$ cat config.mk
export PLATFORM = sky130hd
export DESIGN_NAME = dram_timing_counter_bank
export DESIGN_NICKNAME = d
export VERILOG_FILES = /design/src/rtl/dram_timing_pkg.sv /design/src/rtl/dram_timing_counter_ch.sv /design/src/rtl/dram_timing_counter_bank.sv
export SDC_FILE = /design/constraint.sdc
export NUM_CORES = 1
export LEC_CHECK = 0
export CAP_MARGIN = 25
export CORE_MARGIN = 2
export CORE_UTILIZATION = 54
export CTS_CLUSTER_SIZE = 8
export DETAILED_ROUTE_END_ITERATION = 10
export HOLD_SLACK_MARGIN = 0.05
export PLACE_DENSITY = 0.77
export SLEW_MARGIN = 5
export SYNTH_ARGS = -nofsm -noshare
export SYNTH_HDL_FRONTEND = slang
export SYNTH_SLANG_ARGS = --single-unit
export TNS_END_PERCENT = 100
$ cat constraint.sdc
create_clock -name clk -period 7.75 [get_ports clk]
set_input_delay 1.1625 -clock clk [delete_from_list [all_inputs] [get_ports clk]]
set_output_delay 1.1625 -clock clk [all_outputs]
set_load 0.1 [all_outputs]
$ cat src/rtl/dram_timing_pkg.sv
// Shared types and helpers for the DRAM timing counter bank.
// The optional DTC_BUSY_CYCLES_EN macro is consumed by the channel and bank files.
package dram_timing_pkg;

  typedef enum logic {
    DTC_ONESHOT  = 1'b0,
    DTC_PERIODIC = 1'b1
  } dtc_mode_e;

  localparam int DTC_BUSY_W = 16;

  // Widest counter the max helper supports; callers zero-extend and truncate.
  localparam int DTC_MAX_W = 32;

  function automatic logic [DTC_MAX_W-1:0] dtc_max(
    input logic [DTC_MAX_W-1:0] a,
    input logic [DTC_MAX_W-1:0] b
  );
    return (a > b) ? a : b;
  endfunction

endpackage

$ cat src/rtl/dram_timing_counter_ch.sv
// One DRAM timing channel: down-counter with max-merge re-setup, one-shot or
// periodic reload, registered expiry pulse and (with DTC_BUSY_CYCLES_EN) a busy counter.
module dram_timing_counter_ch
  import dram_timing_pkg::*;
#(
  parameter int CNT_W = 8
) (
  input  logic             clk,
  input  logic             rst,
  input  logic             setup_i,
  input  logic [CNT_W-1:0] load_i,
  input  logic             periodic_i,
  input  logic             stop_i,
  input  logic             flush_i,
  output logic             ready_o,
  output logic             time_up_o
`ifdef DTC_BUSY_CYCLES_EN
  ,
  output logic [DTC_BUSY_W-1:0] busy_cycles_o
`endif
);

  localparam logic [CNT_W-1:0] ONE = CNT_W'(1);

  logic [CNT_W-1:0] count_q, count_d;
  logic [CNT_W-1:0] reload_q, reload_d;
  logic [CNT_W-1:0] dec;
  dtc_mode_e        mode_q, mode_d;
  logic             time_up_q, time_up_d;

  always_comb begin
    // NOTE: every output of this block gets a default first, so no path can infer a latch.
    count_d   = count_q;
    reload_d  = reload_q;
    mode_d    = mode_q;
    time_up_d = 1'b0;
    dec       = (count_q != '0) ? (count_q - ONE) : '0;

    if (flush_i || stop_i) begin
      count_d = '0;
      mode_d  = DTC_ONESHOT;
    end else if (setup_i) begin
      // Merge with the pending wait so a shorter constraint never cuts it short.
      count_d   = CNT_W'(dtc_max(DTC_MAX_W'(dec), DTC_MAX_W'(load_i)));
      reload_d  = load_i;
      mode_d    = periodic_i ? DTC_PERIODIC : DTC_ONESHOT;
      time_up_d = (count_q == ONE) && (load_i == '0);
    end else if (count_q > ONE) begin
      count_d = dec;
    end else if (count_q == ONE) begin
      count_d   = (mode_q == DTC_PERIODIC && reload_q != '0) ? reload_q : '0;
      time_up_d = 1'b1;
    end
  end

  // NOTE: sequential state uses non-blocking assignments only, so all registers update together.
  always_ff @(posedge clk or negedge rst) begin
    if (!rst) begin
      count_q   <= '0;
      reload_q  <= '0;
      mode_q    <= DTC_ONESHOT;
      time_up_q <= 1'b0;
    end else begin
      count_q   <= count_d;
      reload_q  <= reload_d;
      mode_q    <= mode_d;
      time_up_q <= time_up_d;
    end
  end

  assign ready_o   = (count_q == '0);
  assign time_up_o = time_up_q;

`ifdef DTC_BUSY_CYCLES_EN
  logic [DTC_BUSY_W-1:0] busy_q, busy_d;

  // Saturating occupancy counter; stop leaves it alone, flush clears it.
  always_comb begin
    busy_d = busy_q;
    if (flush_i) begin
      busy_d = '0;
    end else if (count_q != '0 && busy_q != '1) begin
      busy_d = busy_q + DTC_BUSY_W'(1);
    end
  end

  always_ff @(posedge clk or negedge rst) begin
    if (!rst) begin
      busy_q <= '0;
    end else begin
      busy_q <= busy_d;
    end
  end

  assign busy_cycles_o = busy_q;
`endif

endmodule

$ cat src/rtl/dram_timing_counter_bank.sv
// Bank of NUM_CH independent DRAM timing counters with a global flush.
// Define DTC_BUSY_CYCLES_EN to add the per-channel busy_cycles output.
module dram_timing_counter_bank
  import dram_timing_pkg::*;
#(
  parameter int NUM_CH = 4,
  parameter int CNT_W  = 8
) (
  input  logic                    clk,
  input  logic                    rst,
  input  logic [NUM_CH-1:0]       setup,
  input  logic [NUM_CH*CNT_W-1:0] load,
  input  logic [NUM_CH-1:0]       periodic,
  input  logic [NUM_CH-1:0]       stop,
  input  logic                    flush,
  output logic [NUM_CH-1:0]       ready,
  output logic [NUM_CH-1:0]       time_up
`ifdef DTC_BUSY_CYCLES_EN
  ,
  output logic [NUM_CH*DTC_BUSY_W-1:0] busy_cycles
`endif
);

  for (genvar i = 0; i < NUM_CH; i++) begin : g_ch
    dram_timing_counter_ch #(
      .CNT_W(CNT_W)
    ) u_ch (
      .clk          (clk),
      .rst          (rst),
      .setup_i      (setup[i]),
      .load_i       (load[i*CNT_W +: CNT_W]),
      .periodic_i   (periodic[i]),
      .stop_i       (stop[i]),
      .flush_i      (flush),
      .ready_o      (ready[i]),
      .time_up_o    (time_up[i])
`ifdef DTC_BUSY_CYCLES_EN
      ,
      .busy_cycles_o(busy_cycles[i*DTC_BUSY_W +: DTC_BUSY_W])
`endif
    );
  end

endmodule

# After elaboration in Yosys (flattened, before gate mapping)

Cells that the tools add are included.

Add/sub/neg operators: 4
Order comparisons: 8
Equal/unequal tests: 4
Multiplexer cells: 56
Bitwise gates (word level): 4
Reduce and logical (&&, ||, !) cells: 40

Operators with widths:

| operator                                                                        | number |
|---|---|
| 8-bit two-way mux                                                               | 28 |
| 8-bit logical NOT                                                               | 8 |
| 8-bit nonzero test                                                              | 8 |
| 8-bit by 1-bit == test with 1-bit output, second input constant                 | 4 |
| 8-bit by 1-bit greater-than comparator with 1-bit output, second input constant | 4 |
| 8-bit greater-than comparator                                                   | 4 |
| 8-bit by 1-bit subtractor with 8-bit output, second input constant              | 4 |
| 1-bit two-way mux                                                               | 28 |
| 4-bit nonzero test                                                              | 4 |
| 1-bit logical AND                                                               | 8 |
| 2-bit AND reduction                                                             | 4 |
| 2-bit nonzero test                                                              | 4 |
| 1-bit logical OR                                                                | 4 |
| 1-bit inverter                                                                  | 4 |

Register bits after elaboration: 72
Input port bits: 47
Output and inout port bits: 8

# Depth between registers and ports, before layout

Gate-level depths: netlist (run 1).

Word-level depth: 7
Gate-level depth with buffers: 14
Gate-level depth less buffers: 13

# Hierarchy

From an unflattened synthesis (run 1), not the netlist that was laid out.

Cell total of the unflattened synthesis: 580
Area, all modules: 5,185.0 µm²

By module, submodules not included:

| module                 | instances | cells each | area an instance (µm²) | sequential area each (µm²) |
|---|---|---|---|---|
| dram_timing_counter_ch | 4         | 145        | 1,296.2                | 450.4 |

# Least setup slack after synthesis (run 1)

OpenSTA, ideal clock, no wires.

Path kind: register -> register
Start point: register g_ch[1].u_ch.count_q[0]
End point: register g_ch[1].u_ch.count_q[0]
Library setup time: 0.126 ns
Arrival: 3.121 ns
Required time: 7.624 ns
Setup slack: 4.503 ns
Cell stages (with the launch flop): 13
Clock period less this slack: 3.247 ns
Cell sequence: dfrtp_1 inv_1 ha_1 or4b_1 nor4_2 nor2_1 ha_1 nor2b_1 o211ai_1 a21oi_1 o21ai_1 o22ai_1 a221o_1

Cells in the longest elaborated chain, start to end: 6

RTL lines:

| element                                                                           | RTL line                     | RTL |
|---|---|---|
| start: declaration                                                                | dram_timing_counter_ch.sv:25 | `logic [CNT_W-1:0] count_q, count_d;` |
| start signal: assignment                                                          | dram_timing_counter_ch.sv:64 | `count_q <= count_d;` |
| 8-bit by 1-bit subtractor with 8-bit output or 8-bit nonzero test (tied branches) | dram_timing_counter_ch.sv:37 | `dec = (count_q != '0) ? (count_q - ONE) : '0;` |
| 8-bit two-way mux                                                                 | dram_timing_counter_ch.sv:37 |  |
| 8-bit greater-than comparator                                                     | dram_timing_pkg.sv:19        | `return (a > b) ? a : b;` |
| 8-bit two-way mux                                                                 | dram_timing_pkg.sv:19        |  |
| 8-bit two-way mux                                                                 | dram_timing_counter_ch.sv:42 | `end else if (setup_i) begin` |
| 8-bit two-way mux                                                                 | dram_timing_counter_ch.sv:39 | `if (flush_i \|\| stop_i) begin` |

Several ways; a longest one is shown, not always the timed one.
A chain may end at the register's enable or synchronous reset.

# Worst setup path in the final report (run 1)

Start point: register g_ch[1].u_ch.count_q[0]
End point: output ready[1]

Cells in the longest elaborated chain, start to end: 1

RTL lines:

| element           | RTL line                       | RTL |
|---|---|---|
| 8-bit logical NOT | dram_timing_counter_ch.sv:71   | `assign ready_o = (count_q == '0);` |
| end: declaration  | dram_timing_counter_bank.sv:16 | `output logic [NUM_CH-1:0] ready,` |

No other way between the ends.

==> impl_metrics.yaml, run 1 <==
outcome:
  run_status: "finished clean"
synth:
  synth_area_sq_mm: 0.00507
  syn_inst: 589
  synth_area_leaders: "dfrtp_1 (36%), ha_1 (11%), nand2_1 (5.1%), o21ai_0 (4.6%), inv_1 (4.2%)"
  synth_enable_flop_cells: 0
  ys_warn_count: 0
  synthDistinctLibCells: 63
  synth-main-ff-cell: "dfrtp_1"
  synth.ff_latch_count: 72
  synth_top_area_share: 0.355
  synth_fp_nets: 680
  syn_avg_cell_area_sq_um: 8.62
  async_flop_share: 1.00
  synth_top_area_cell: "dfrtp_1"
  ys_seq_area_frac: 0.355
sta:
  fin_skew_ns: 0.0111
  rsz0062_at_grt: "no"
  layout_setup_ws_ns: 3.35
  finalHoldViolCount: 0
  finalSetupTns_ns: 0
  max-slew-margin-rel: 0.330
  max_freq_mhz: 227
  finalCriticalPeriod_ns: 4.40
  finalMaxSlewViolations: 0
  fin_crit_sh: 0.567
  worst_pin_slew_ns: 1.00
  hold_ws_ns: 0.480
  timing.final.setup_violations: 0
cts:
  clock_path_buffers: 2
  clkTransAtPathRegs_ns: 0.08
  cts_resized: 0
  cts-root-buf: "clkbuf_8"
  cts_sinks: 72
  post_cts_buffers: 0
  htreeDepth: 3
  worstSkewPairLatency_ns: 0.35
  cts_tree: "yes"
  holdBufCountCts: 0
  numCtsBuffers: 9
layout:
  mostFrequentLayoutCell: "dfrtp_1"
  final-seq-area_sq_mm: 0.00180
  final_area_sq_mm: 0.00583
  layout_common_cells: "dfrtp_1 (72), nand2_1 (69), inv_1 (57), clkdlybuf4s50_1 (53), o21ai_0 (47)"
  final_nets: 724
  multi_input_area_sq_mm: 0.00294
  diodes: 0
  drive_gt1_frac: 0.0675
  finalCoreUtilization: 0.634
  fill_cells: 796
  area_growth_pct: 14.8
grt:
  grt_pass1_wl_um: 20300
  grt_pass1_vias: 4419
  grt_overflow: 0
  grtUsageTotal: 0.249
  grt_max_degree: 73
  antenna_found_initial: 0
floorplanning:
  dieArea_sq_mm: 0.0102
  rows: 35
  dieWidth_um: 101
  io_pins: 55
  die-height_um: 101
  core_sq_mm: 0.00920
  start_util: 0.552
worst_setup_path:
  critPathMaxFanout: 6
  critPathRequiredTime_ns: 6.59
  worstPathCellList: "inv_1, ha_1, or4b_1, nor4_2, clkdlybuf4s50_1"
  start_kind: "flip-flop"
  worstPathArrival_ns: 3.23
  path_class: "reg -> out"
  max_stage_delay_ns: 1.22
  path_buf_inv: 2
  cp_slowest_cell: "clkdlybuf4s50_1"
  cp-end-kind: "output port"
  critPathTopFamily: "buffers and inverters"
detailed_routing:
  drtPass1Iterations: 5
  viasPerCell: 6.11
  num_vias: 4567
  ant_nets: 0
  first_iter_violations: 267
  post_drt_wl_per_cell_um: 16.3
  wl_um: 12200
  drc: 0
placement:
  dp_slack_ns: 3.71
  dp_hpwl_um: 9180
  place_congestion: 0.923
  portBuffers: 54
  dpl_cell_area_sq_mm: 0.00564
worst_hold_path:
  min_path_type: "reg -> reg"
power_and_ir_drop:
  power_density_mw_per_mm2: 267
  leakagePower_nw: 2.80
  peakVddDrop_v: 0.000124
flow_run:
  cap_violations: 0
-- synth_stat cells (3+ instances only) --
cell type	n
o21ai_0	47
o22ai_1	8
a32oi_1	6
clkbuf_1	11
xnor2_1	4
nor3b_1	5
o31ai_1	5
nand3b_1	3
nor3_2	3
and3_1	11
inv_1	57
o211ai_1	4
buf_4	8
ha_1	44
a31oi_1	3
nor3_1	20
mux2_2	6
o221ai_1	7
o21ai_1	4
mux2i_1	18
and2_1	5
nand4_1	8
nor2b_1	7
o21a_1	3
nand2_1	69
or4_1	3
or2_2	3
and4_1	3
nand3_1	13
a21oi_1	35
nor2_1	35
and3_2	3
or3_1	6
nor4_1	9
dfrtp_1	72
a221o_1	8
-- worst paths after layout --
kind,startpoint,end,slack [ns],cells after the start
worst min register to register,g_ch[1].u_ch.reload_q[2]$_DFFE_PN0P_,g_ch[1].u_ch.reload_q[2]$_DFFE_PN0P_,0.48,2
worst min-delay path,g_ch[1].u_ch.reload_q[2]$_DFFE_PN0P_,g_ch[1].u_ch.reload_q[2]$_DFFE_PN0P_,0.48,2
worst max register to register,g_ch[1].u_ch.count_q[0]$_DFFE_PN0P_,g_ch[1].u_ch.count_q[1]$_DFFE_PN0P_,3.94,12
worst max-delay path,g_ch[1].u_ch.count_q[0]$_DFFE_PN0P_,ready[1],3.35,5
max in group asynchronous,rst,g_ch[2].u_ch.time_up_o$_DFF_PN0_,6.16,2
min in group asynchronous,rst,g_ch[0].u_ch.reload_q[6]$_DFFE_PN0P_,1.02,2
-- sequential cells by signal (all words and copies together) (netlist names) --
name and cells:
g_ch.u_ch.count_q 32, g_ch.u_ch.mode_q 4, g_ch.u_ch.time_up_o 4, g_ch.u_ch.reload_q 32
-- through the flow --
stage               total power, mW  std cells
floorplan                      1.07        589
global placement               1.22        733
detailed placement             1.25        733
CTS                            1.55        748
global route                   1.67        748
finish                         1.56        748
-- layout make-up --
| type | instances | area share |
|---|---|---|
| flip-flops and latches | 72 | 0.309 |
| inverters | 57 | 0.0367 |
| clock inverters | 4 | 0.00945 |
| repair buffers | 55 | 0.0932 |
| multi-input cells | 438 | 0.505 |
| clock buffers | 11 | 0.0225 |
| well taps | 111 | 0.0238 |
-- worst min-delay path, cell delays in order (launching register included) --
cell     delay, ns
dfrtp_1       0.34
nand2_1       0.04
o21ai_0       0.06
-- per-layer routing --
metal | vias to the layer above | share of wire | GRT usage
met4 | 0 | 0.017 | 0.0863
met3 | 21 | 0.064 | 0.0361
met5 | - | 0 | 0
met2 | 177 | 0.46 | 0.406
met1 | 2149 | 0.45 | 0.340
li1 | 2220 | - | -
-- cells by family (layout without fill, tap and decap cells) --
family,count (synthesis),after routing,synth area share
and+or+nand+nor,219,219,0.230
AOI/OAI and AO/OA,146,146,0.184
buffers and inverters,79,127,0.0648
DFF,72,72,0.355
adders and majority gates,44,44,0.108
muxes,24,24,0.0488
xor gates and xnor gates,5,5,0.00863
-- power by group --
group / internal, mW / switching [mW] / total [mW]
Combinational: 0.300 / 0.504 / 0.803
Clock: 0.149 / 0.144 / 0.293
Sequential: 0.421 / 0.0391 / 0.460
Note: power is estimated with default switching activity, not from simulation.
==> run 2: changes to the inputs <==
--- a/config.mk
+++ b/config.mk
@@ -7,7 +7,7 @@
 export LEC_CHECK = 0
 export CAP_MARGIN = 25
 export CORE_MARGIN = 2
-export CORE_UTILIZATION = 54
+export CORE_UTILIZATION = 52
 export CTS_CLUSTER_SIZE = 8
 export DETAILED_ROUTE_END_ITERATION = 10
 export HOLD_SLACK_MARGIN = 0.05
==> constraint.sdc (replaced) <==
create_clock -name clk -period 4 [get_ports clk]
set_input_delay 0.6 -clock clk [delete_from_list [all_inputs] [get_ports clk]]
set_output_delay 0.6 -clock clk [all_outputs]
set_load 0.1 [all_outputs]
==> run 2 against run 1 <==
  * Clock power is 77% higher
  * Hold slack got worse by 0.27 ns
  * Sequential share of layout area is 0.26 points lower
  * Critical path depth increased by 8
  * First-iteration DRC count fell by 29%
  * Worst setup slack lost 2.8 ns
  * Core utilization decreased by 2.4 points
==> impl_metrics.yaml, run 2 (synthesized netlist as in run 1, its figures left out) <==
outcome:
  run_status: "finished clean"
sta:
  finalMaxSlewViolations: 0
  finalHoldViolCount: 0
  finalSetupTns_ns: 0
  fin_crit_sh: 0.867
  fin_skew_ns: 0.00595
  worst_pin_slew_ns: 0.969
  timing.final.setup_violations: 0
  max-slew-margin-rel: 0.352
  rsz0062_at_grt: "no"
  max_freq_mhz: 288
  finalCriticalPeriod_ns: 3.47
power_and_ir_drop:
  pwr-share-seq: 0.300
  switching_power_mw: 1.30
  pwr-share-comb: 0.525
  internal-power_mw: 1.67
  clkPwrFrac: 0.175
  leakagePower_nw: 2.82
  p_sw_frac: 0.439
  power.total_mw: 2.97
  power_density_mw_per_mm2: 505
  peakVddDrop_v: 0.000234
worst_setup_path:
  timing.critical_path.from: "g_ch[1].u_ch.count_q[0]$_DFFE_PN0P_"
  cp_slowest_cell: "or4b_1"
  path_class: "reg -> reg"
  worstPathCellList: "inv_1, ha_1, or4b_1, nor4_2, nor2_1, ha_1, nor2b_1, o211ai_1, a21oi_1, o21ai_1, buf_4, o22ai_1, a221o_1"
  critPathRequiredTime_ns: 4.22
  reg2regPathDepth: 13
  cp-end-kind: "flip-flop"
  max_stage_delay_ns: 0.55
  crit-reg2reg-capture: "g_ch[1].u_ch.count_q[1]$_DFFE_PN0P_"
  r2r_start: "g_ch[1].u_ch.count_q[0]$_DFFE_PN0P_"
  start_kind: "flip-flop"
  cp-endpoint: "g_ch[1].u_ch.count_q[1]$_DFFE_PN0P_"
  r2r_setup_slack_ns: 0.53
  worst_path_most_repeated_cell: "ha_1"
  worstPathArrival_ns: 3.68
  critPathMaxFanout: 6
floorplanning:
  die-height_um: 103
  rows: 36
  dieWidth_um: 103
  io_pins: 55
  dieArea_sq_mm: 0.0106
  start_util: 0.526
  core_sq_mm: 0.00964
cts:
  clock_path_buffers: 2
  post_cts_buffers: 0
  numCtsBuffers: 9
  cts_tree: "yes"
  holdBufCountCts: 0
  htreeDepth: 3
  cts-root-buf: "clkbuf_8"
  cts_resized: 0
  cts_sinks: 72
  clkTransAtPathRegs_ns: 0.07
  worstSkewPairLatency_ns: 0.33
layout:
  area_growth_pct: 15.8
  top_regs: "g_ch.u_ch.count_q: 32 flops, g_ch.u_ch.reload_q: 32 flops"
  drive_gt1_frac: 0.0794
  diodes: 0
  mostFrequentLayoutCell: "dfrtp_1"
  final_nets: 728
  layout_common_cells: "dfrtp_1 (72), nand2_1 (69), inv_1 (57), clkdlybuf4s50_1 (49), o21ai_0 (47)"
flow_run:
  cap_violations: 0
detailed_routing:
  ant_nets: 0
  first_iter_violations: 190
  post_drt_wl_per_cell_um: 15.4
  wl_um: 11900
  drtPass1Iterations: 4
  drc: 0
  viasPerCell: 5.84
  num_vias: 4526
grt:
  met1_usage: 0.308
  met3_usage: 0.0420
  grt_max_degree: 44
  grtUsageMet2: 0.385
  busiest_layer: "met2"
  antenna_found_initial: 0
  grt_pass1_wl_um: 19500
  grt_pass1_vias: 4195
  grt_overflow: 0
  grtUsageTotal: 0.232
placement:
  portBuffers: 54
  dp_hpwl_um: 9340
  place_congestion: 0.973
worst_hold_path:
  min_path_type: "in -> async"
## run 2: routing by layer
layer | vias to the layer above | wire, um
li1 | 2224 | -
met1 | 2119 | 5350
met2 | 156 | 5710
met3 | 27 | 588
met4 | 0 | 280
met5 | - | 0
## run 2: area by class of cell
cell class	count	area [sq um]
Multi-Input combinational cell	438	2940
Sequential cell	72	1800
Inverter	57	214
Clock inverter	2	13.8
Timing Repair Buffer	59	576
Tap cell	133	166
Fill cell	876	3760
Clock buffer	14	163
## run 2: power groups by stage
stage | Sequential, mW | Combinational [mW] | Clock [mW]
after floorplan | 0.882 | 1.19 | 0
after global placement | 0.898 | 1.49 | 0
after detailed placement | 0.903 | 1.54 | 0
after CTS | 0.889 | 1.54 | 0.529
after global routing | 0.904 | 1.73 | 0.556
final | 0.891 | 1.56 | 0.519
## run 2: metrics by stage
| step | setup WS, ns | util | instance area (sq um) | std cells | hold WS, ns |
|---|---|---|---|---|---|
| global placement | 0.699 | 0.589 | 5680 | 758 | 0.460 |
| finish | 0.532 | 0.610 | 5880 | 775 | 0.209 |
| CTS | 0.576 | 0.608 | 5860 | 774 | 0.473 |
| floorplan | 0.753 | - | 5070 | 589 | 0.304 |
| detailed placement | 0.591 | 0.589 | 5680 | 758 | 0.465 |
| global route | 0.341 | 0.610 | 5880 | 775 | 0.234 |
## run 2: worst min path at each step
stage | slack (ns) | cells after the start | end | from
after floorplan | 0.30 | 0 | g_ch[0].u_ch.count_q[0]$_DFFE_PN0P_ | rst
after global placement | 0.46 | 2 | g_ch[1].u_ch.reload_q[6]$_DFFE_PN0P_ | g_ch[1].u_ch.reload_q[6]$_DFFE_PN0P_
after detailed placement | 0.47 | 2 | g_ch[1].u_ch.reload_q[2]$_DFFE_PN0P_ | g_ch[1].u_ch.reload_q[2]$_DFFE_PN0P_
after CTS | 0.47 | 1 | g_ch[2].u_ch.reload_q[7]$_DFFE_PN0P_ | rst
after global routing | 0.23 | 1 | g_ch[2].u_ch.count_q[2]$_DFFE_PN0P_ | rst
final | 0.21 | 1 | g_ch[2].u_ch.count_q[2]$_DFFE_PN0P_ | rst
## run 2: critical path, delay by kind of cell, from the launching register on
kind / cells / cell delay [ns]
and+or+nand+nor: 4 / 1.17
AOI/OAI and AO/OA: 5 / 0.93
adders and majority gates: 2 / 0.52
DFF: 1 / 0.44
buffers and inverters: 2 / 0.29
==> run 3: changes to the inputs <==
--- a/config.mk
+++ b/config.mk
@@ -6,12 +6,15 @@
 export NUM_CORES = 1
 export LEC_CHECK = 0
 export CAP_MARGIN = 25
+export CELL_PAD_IN_SITES_DETAIL_PLACEMENT = 1
+export CELL_PAD_IN_SITES_GLOBAL_PLACEMENT = 1
 export CORE_MARGIN = 2
-export CORE_UTILIZATION = 52
+export CORE_UTILIZATION = 39
 export CTS_CLUSTER_SIZE = 8
 export DETAILED_ROUTE_END_ITERATION = 10
 export HOLD_SLACK_MARGIN = 0.05
-export PLACE_DENSITY = 0.77
+export PLACE_DENSITY_LB_ADDON = 0.1
+export SKIP_LAST_GASP = 1
 export SLEW_MARGIN = 5
 export SYNTH_ARGS = -nofsm -noshare
 export SYNTH_HDL_FRONTEND = slang
==> run 3 against run 2 <==
  * Final area grew 2.4%
  * Combinational power grew 3%
  * First-iteration DRC count grew 4.2%
  * Via count shrank 1.2%
  * Critical path type unchanged
  * Largest power group unchanged
==> impl_metrics.yaml, run 3 (synthesized netlist as in run 1, its figures left out) <==
layout:
  multi_input_area_sq_mm: 0.00294
  top_regs: "g_ch.u_ch.count_q: 32 flops, g_ch.u_ch.reload_q: 32 flops"
  finalCoreUtilization: 0.475
  final_nets: 727
  diodes: 0
  mostFrequentLayoutCell: "dfrtp_1"
  area_growth_pct: 18.6
  instances_no_fill: 811
  drive_gt1_frac: 0.0767
  fill_cells: 1511
  final-seq-area_sq_mm: 0.00180
  layout_common_cells: "dfrtp_1 (72), nand2_1 (69), inv_1 (57), clkdlybuf4s50_1 (49), o21ai_0 (47)"
placement:
  dp_cells: 796
  dp_slack_ns: 0.551
  dp_hpwl_um: 10800
  portBuffers: 54
  place_congestion: 0.849
cts:
  cts_tree: "yes"
  worstSkewPairLatency_ns: 0.34
  clkTransAtPathRegs_ns: 0.06
  cts_resized: 0
  post_cts_buffers: 0
  cts_sinks: 72
  numCtsBuffers: 9
  htreeDepth: 3
  cts-root-buf: "clkbuf_16"
  clock_path_buffers: 2
  holdBufCountCts: 0
sta:
  finalMaxSlewViolations: 0
  max-slew-margin-rel: 0.355
  finalSetupTns_ns: 0
  layout_setup_ws_ns: 0.505
  timing.final.setup_violations: 0
  finalHoldViolCount: 0
  fin_skew_ns: 0.00289
  worst_pin_slew_ns: 0.965
  fin_crit_sh: 0.874
  max_freq_mhz: 286
  rsz0062_at_grt: "no"
  finalCriticalPeriod_ns: 3.50
detailed_routing:
  wl_um: 14000
  dr_wl_met2_um: 6740
  num_vias: 4470
  wl_met1_um: 6660
  first_iter_violations: 198
  drc: 0
  post_drt_wl_per_cell_um: 17.3
  ant_nets: 0
  viasPerCell: 5.51
  highest_layer: "met4"
  wl_met3_um: 308
  drtPass1Iterations: 4
worst_setup_path:
  cp-end-kind: "flip-flop"
  path_class: "reg -> reg"
  r2r_start: "g_ch[3].u_ch.count_q[2]$_DFFE_PN0P_"
  start_kind: "flip-flop"
  crit-reg2reg-capture: "g_ch[3].u_ch.count_q[7]$_DFFE_PN0P_"
  path_buf_inv: 2
  reg2regPathDepth: 12
  critPathMaxFanout: 9
  critPathTopFamily: "simple AND/OR/NAND/NOR gates"
  critPathRequiredTime_ns: 4.18
  r2r_setup_slack_ns: 0.50
  max_stage_delay_ns: 0.43
  worstPathCellList: "nor3_1, nand3_1, or3_1, a21oi_1, inv_1, ha_1, nand4_1, or2_2, o21ai_1, buf_4, a2bb2oi_1, o221ai_1"
  cp_slowest_cell: "nor3_1"
  worstPathArrival_ns: 3.68
floorplanning:
  dieWidth_um: 118
  rows: 41
  dieArea_sq_mm: 0.0139
  start_util: 0.401
  core_sq_mm: 0.0127
  die-height_um: 118
  io_pins: 55
worst_hold_path:
  min_path_type: "in -> async"
grt:
  grt_max_degree: 73
  grtUsageTotal: 0.210
  antenna_found_initial: 0
  grt_pass1_wl_um: 23700
  grt_overflow: 0
  grt_pass1_vias: 4685
power_and_ir_drop:
  power_density_mw_per_mm2: 541
  leakagePower_nw: 2.87
  peakVddDrop_v: 0.000203
flow_run:
  cap_violations: 0
outcome:
  run_status: "finished clean"
==> run 3: cell types whose count changed in the layout (fill, tap and decap cells not counted), sizes merged <==
cell | previous run | this run
clkinv | 2 | 0
buf | 10 | 9
==> run 3: cell type report <==
type	instances	share of cell area
sequential	72	0.299
timing repair buffer	58	0.0948
multi-input combinational	438	0.489
inverter	57	0.0355
clock buffer	14	0.0455
tap	172	0.0358
==> run 3: power breakdown <==
part	total (mW)	switching (mW)	internal (mW)
Clock	0.766	0.301	0.465
Sequential	0.894	0.0768	0.818
Combinational	1.60	1.00	0.594
Total	3.26	1.38	1.88
==> run 3: through the flow <==
| step | cell area [sq um] | power (mW) | hold slack [ns] |
|---|---|---|---|
| 3_5_place_dp | 5730 | 2.49 | 0.464 |
| 3_3_place_gp | 5730 | 2.43 | 0.458 |
| 5_1_grt | 6020 | 3.51 | 0.223 |
| 4_1_cts | 6000 | 3.28 | 0.460 |
| 6_report | 6020 | 3.26 | 0.203 |
| 2_1_floorplan | 5070 | 2.07 | 0.304 |
==> run 3: worst max path at each step <==
stage / startpoint / end / slack (ns) / cells after the start
global placement: g_ch[3].u_ch.count_q[2]$_DFFE_PN0P_ / g_ch[3].u_ch.count_q[7]$_DFFE_PN0P_ / 0.65 / 12
detailed placement: g_ch[1].u_ch.count_q[0]$_DFFE_PN0P_ / g_ch[1].u_ch.count_q[6]$_DFFE_PN0P_ / 0.55 / 11
CTS: g_ch[3].u_ch.count_q[2]$_DFFE_PN0P_ / g_ch[3].u_ch.count_q[7]$_DFFE_PN0P_ / 0.51 / 12
floorplan: g_ch[1].u_ch.count_q[0]$_DFFE_PN0P_ / g_ch[1].u_ch.count_q[0]$_DFFE_PN0P_ / 0.75 / 12
global route: g_ch[1].u_ch.count_q[0]$_DFFE_PN0P_ / g_ch[1].u_ch.count_q[6]$_DFFE_PN0P_ / 0.20 / 12
finish: g_ch[3].u_ch.count_q[2]$_DFFE_PN0P_ / g_ch[3].u_ch.count_q[7]$_DFFE_PN0P_ / 0.50 / 12
==> run 3: layer usage <==
| layer | GRT usage | vias to the layer above |
|---|---|---|
| li1 | - | 2216 |
| met4 | 0.0821 | 0 |
| met5 | 0 | - |
| met1 | 0.271 | 2180 |
| met3 | 0.0300 | 18 |
| met2 | 0.353 | 56 |
